`src/rtl/serial_arith_unit.sv`:
```
// Bit-serial arithmetic unit: pass, negate, increment or decrement a WIDTH-bit
// word streamed LSB first, with a Mealy result bit and a per-frame overflow flag.
module serial_arith_unit #(
  parameter int WIDTH = 8
) (
  input  logic       clk,
  input  logic       areset,
  input  logic       start,
  input  logic [1:0] mode,
  input  logic       valid,
  input  logic       x,
  output logic       z,
  output logic       z_valid,
  output logic       last,
  output logic       ovf
);

  localparam int CNT_W = (WIDTH > 1) ? $clog2(WIDTH) : 1;
  localparam logic [CNT_W-1:0] CNT_LAST = CNT_W'(WIDTH - 1);

  typedef enum logic {
    ST_IDLE   = 1'b0,
    ST_ACTIVE = 1'b1
  } state_t;

  typedef enum logic [1:0] {
    MODE_PASS = 2'b00,
    MODE_NEG  = 2'b01,
    MODE_INC  = 2'b10,
    MODE_DEC  = 2'b11
  } mode_t;

  state_t           r_state;
  state_t           w_state_next;
  mode_t            r_mode;
  mode_t            w_mode_eff;
  logic [CNT_W-1:0] r_cnt;
  logic [CNT_W-1:0] w_cnt_eff;
  logic             r_f;
  logic             w_f_eff;
  logic             w_f_next;
  logic             r_ovf;
  logic             w_accept;
  logic             w_last;
  logic             w_z_raw;
  logic             w_frame_ovf;

  // A start overrides the stored frame context for its own cycle, so the
  // first bit can ride on the start cycle and an open frame can be abandoned.
  always_comb begin
    w_mode_eff = start ? mode_t'(mode) : r_mode;
    w_cnt_eff  = start ? '0 : r_cnt;
    w_f_eff    = start ? mode[1] : r_f;
    w_accept   = valid && (start || (r_state == ST_ACTIVE));
    w_last     = w_accept && (w_cnt_eff == CNT_LAST);
  end

  // NOTE: every output of a combinational block gets a default first so no
  // path through the case leaves it unassigned and infers a latch.
  always_comb begin
    w_z_raw     = x;
    w_f_next    = w_f_eff;
    w_frame_ovf = 1'b0;
    unique case (w_mode_eff)
      MODE_PASS: begin
        w_z_raw     = x;
        w_f_next    = w_f_eff;
        w_frame_ovf = 1'b0;
      end
      MODE_NEG: begin
        // Copy bits up to and including the first one, invert the rest.
        w_z_raw     = x ^ w_f_eff;
        w_f_next    = w_f_eff | x;
        w_frame_ovf = ~w_f_eff & x;
      end
      MODE_INC: begin
        w_z_raw     = x ^ w_f_eff;
        w_f_next    = x & w_f_eff;
        w_frame_ovf = x & w_f_eff;
      end
      MODE_DEC: begin
        w_z_raw     = x ^ w_f_eff;
        w_f_next    = ~x & w_f_eff;
        w_frame_ovf = ~x & w_f_eff;
      end
      default: begin
        w_z_raw     = x;
        w_f_next    = w_f_eff;
        w_frame_ovf = 1'b0;
      end
    endcase
  end

  // NOTE: sequential state uses non-blocking assignments so every register
  // samples pre-edge values regardless of process ordering.
  always_ff @(posedge clk or posedge areset) begin
    if (areset) begin
      r_state <= ST_IDLE;
    end else begin
      r_state <= w_state_next;
    end
  end

  // WIDTH >= 2 means a bit accepted on a start cycle can never be the last.
  always_comb begin
    w_state_next = r_state;
    if (w_last) begin
      w_state_next = ST_IDLE;
    end else if (start) begin
      w_state_next = ST_ACTIVE;
    end
  end

  always_comb begin
    z       = w_accept & w_z_raw;
    z_valid = w_accept;
    last    = w_last;
  end

  always_ff @(posedge clk or posedge areset) begin
    if (areset) begin
      r_mode <= MODE_PASS;
      r_cnt  <= '0;
      r_f    <= 1'b0;
      r_ovf  <= 1'b0;
    end else begin
      if (start || w_accept) begin
        r_mode <= w_mode_eff;
        r_f    <= w_accept ? w_f_next : w_f_eff;
        if (w_last) begin
          r_cnt <= '0;
        end else if (w_accept) begin
          r_cnt <= w_cnt_eff + CNT_W'(1);
        end else begin
          r_cnt <= w_cnt_eff;
        end
      end
      // Aborted frames never reach the last bit, so ovf keeps its value.
      if (w_last) begin
        r_ovf <= w_frame_ovf;
      end
    end
  end

  assign ovf = r_ovf;

endmodule
```
`config.mk`:
```
export PLATFORM = sky130hd
export DESIGN_NAME = serial_arith_unit
export DESIGN_NICKNAME = d
export VERILOG_FILES = /design/src/rtl/serial_arith_unit.sv
export SDC_FILE = /design/constraint.sdc
export NUM_CORES = 1
export LEC_CHECK = 0
export ABC_AREA = 1
export BUFFER_PORTS_ARGS = -buffer_cell sky130_fd_sc_hd__buf_2
export CORE_AREA = 4 4 41 43
export CTS_CLUSTER_DIAMETER = 30
export DETAILED_ROUTE_END_ITERATION = 12
export DIE_AREA = 0 0 45 47
export HOLD_SLACK_MARGIN = 0.12
export PLACE_DENSITY_LB_ADDON = 0.1
export SYNTH_ARGS = -nofsm -noshare
export SYNTH_HDL_FRONTEND = slang
export SYNTH_SLANG_ARGS = --single-unit
```
`constraint.sdc`:
```
create_clock -name clk -period 1.21 [get_ports clk]
set_clock_uncertainty 0.1 [all_clocks]
set_input_delay 0.1815 -clock clk [delete_from_list [all_inputs] [get_ports clk]]
set_output_delay 0.1815 -clock clk [all_outputs]
set_load 0.01 [all_outputs]
```
==> flow_summary.json <==
{
  "syn_area_um2": 599,
  "drv_slew": 0,
  "end_kind": "output port",
  "switching_share_pct": 33.4,
  "critPathArrivalTime_ns": 1.32,
  "avgViaCountPerCell": 4.85,
  "final-setup-viol-count": 9,
  "drive_gt1_share_pct": 67.3,
  "ant_nets": 0,
  "rsz0062_at_grt": "yes",
  "syn_nets": 88,
  "drtPass1Iterations": 4,
  "ys_warn_count": 0,
  "tightest_slew_ns": 0.312,
  "fin_cells": 122,
  "final_common_cell": "buf_4",
  "h-tree-depth": 1,
  "grt.total_usage_pct": 19.1,
  "routed_wl_mm": 1.70,
  "final_nets": 122,
  "worstSetupStartpointType": "flip-flop",
  "syn2layout_area_growth_pct": 70.1,
  "p_leak_uw": 0.000522,
  "syn_inst": 75,
  "wl_per_cell_um": 13.9,
  "grt_pass1_vias": 621,
  "cellPowerDensity_nw_per_um2": 861,
  "clock_latency_ns": 0.26,
  "max_freq_mhz": 625,
  "vdd_ir_drop_max_mv": 0.661,
  "relSlewSlack_pct": 79.2,
  "cts_buffers": 3,
  "p_clk_share_pct": 23.1,
  "gr-total-overflow": 0,
  "clk_transition_reported_paths_ns": 0.05,
  "drc": 0,
  "clockRootBuffer": "clkbuf_4",
  "finalPower_uw": 878,
  "cts_sinks": 8,
  "vias": 592,
  "crit_fanout": 2,
  "num_antenna_cells": 0,
  "violations": "negative setup slack",
  "comb_power_share_pct": 41.3,
  "switchingPower_uw": 293,
  "cts_max_path_buffers": 2,
  "setup_slack_ns": -0.391,
  "die_w_um": 45,
  "pin_count": 11,
  "initial_core_util_pct": 46.1,
  "drt_iter0_drc": 6,
  "seq_power_share_pct": 35.6,
  "dieHeight_um": 47,
  "rows": 13,
  "dp_cells": 109,
  "synth_area_per_cell_um2": 7.99,
  "ys_ff_latch": 8,
  "internal_power_uw": 585,
  "status": "finished, violations left",
  "die_area_um2": 2120,
  "grt_antenna_before_repair": 0,
  "place.port_buffers": 10,
  "cts_tree": "yes",
  "core_area_um2": 1300,
  "path_class": "flip-flop to output port",
  "timing.final.crit_share_pct": 132,
  "drv_cap": 0,
  "yosysSeqAreaShare_pct": 33.4,
  "crit_required_ns": 0.93,
  "place_congestion": 0.702,
  "pre_cts_slack_ns": -0.238,
  "grt_first_pass_wirelength_mm": 2.76,
  "hold_viol_final": 0,
  "min_period_ns": 1.60,
  "place_hpwl_mm": 1.10,
  "grt_max_degree": 9,
  "n_fill_cell": 84,
  "mostFrequentLayoutCells": "buf_4, inv_1, nand2_1, buf_6",
  "hold_path_class": "input pin to flip-flop",
  "synth.distinct_cells": 18
}
-- state kept, by name, summed over array words and instances (netlist names) --
| register | cells |
|---|---|
| r_state | 1 |
| r_cnt | 3 |
| r_f | 1 |
| r_mode | 2 |
| ovf | 1 |
-- Yosys cell counts --
cell,number,area share [%]
nand2_2,1,1.0
ha_1,6,13
nand2_1,16,10
o21ai_1,3,2.5
o21ai_4,2,5.4
nand2_4,3,5.6
inv_1,16,10
buf_6,1,1.9
nor2_4,1,1.9
nor2_1,7,4.4
nand3_1,4,3.3
inv_6,1,1.5
xor2_1,1,1.5
nand3_2,1,1.7
dfrtp_1,8,33
inv_2,1,0.63
nor2_2,1,1.0
o21ai_0,2,1.7
-- cells by family (layout without fill, tap and decap cells) --
| logic type | after synthesis | after routing | share of synthesized area, % |
|---|---|---|---|
| flip-flops | 8 | 8 | 33.4 |
| buffers and inverters | 19 | 51 | 14.0 |
| AND/OR/NAND/NOR | 34 | 34 | 29.0 |
| XOR/XNOR | 1 | 1 | 1.46 |
| adder cells (fa/ha/maj) | 6 | 6 | 12.5 |
| AO/OA/AOI/OAI | 7 | 7 | 9.60 |
-- path summary, 6_finish.rpt --
check	endpoint	startpoint	slack, ns	cells past startpoint
max in group asynchronous	ovf	areset	0.46	3
worst min register to register	ovf	ovf	0.42	2
worst min-delay path	r_mode[0]	mode[0]	0.26	4
min in group asynchronous	r_mode[1]	areset	0.31	3
worst max-delay path	z	r_f	-0.39	7
worst max register to register	r_cnt[2]	r_cnt[1]	-0.17	10
-- cell type report --
class / instances / area, um2 / area share (%)
inverters: 18 / 77.6 / 7.61
repair buffers: 30 / 241 / 23.7
flip-flops and latches: 8 / 200 / 19.6
multi-input cells: 48 / 459 / 45.0
well taps: 15 / 18.8 / 1.84
clock buffers: 3 / 22.5 / 2.21
-- metal layers --
| metal | track usage [%] | vias up | part of all wire [%] |
|---|---|---|---|
| met5 | 0 | - | 0 |
| li1 | - | 287 | - |
| met2 | 36.4 | 11 | 56 |
| met3 | 4.98 | 4 | 3.4 |
| met4 | 8.19 | 0 | 2.0 |
| met1 | 19.6 | 290 | 38 |
-- per-stage QoR --
stage / hold slack, ns / TNS (ns) / cell area, um2 / utilization (%)
after floorplan: -0.103 / -0.123 / 656 / -
after global placement: 0.0360 / -1.12 / 779 / 59.9
after detailed placement: 0.0409 / -1.34 / 779 / 59.9
after CTS: 0.221 / -1.71 / 961 / 73.8
after global routing: 0.283 / -2.25 / 1020 / 78.4
final: 0.260 / -1.64 / 1020 / 78.4
-- power groups by stage --
stage	Clock, uW	Combinational, uW	Sequential, uW
global placement	0	235	315
global route	215	404	313
detailed placement	0	246	314
finish	203	363	312
CTS	210	319	309
floorplan	0	163	312
-- worst max-delay path, cell delays in order, from the launching register on --
cell and delay [ns]:
dfrtp_1 0.37, nand2_2 0.06, nand2_2 0.07, inv_2 0.08
ha_4 0.20, o21ai_2 0.10, nor2_1 0.04, buf_2 0.14
-- repair_timing --
action / CTS / global route
pin swaps: 15 / 12
endpoints found under the setup margin: 8 / 9
resized for setup: 16 / 20
setup buffers: 19 / 0
hold buffers: 1 / 0
hold endpoints to repair: 8 / 0
No activity file was read; power rests on OpenSTA's default activity.
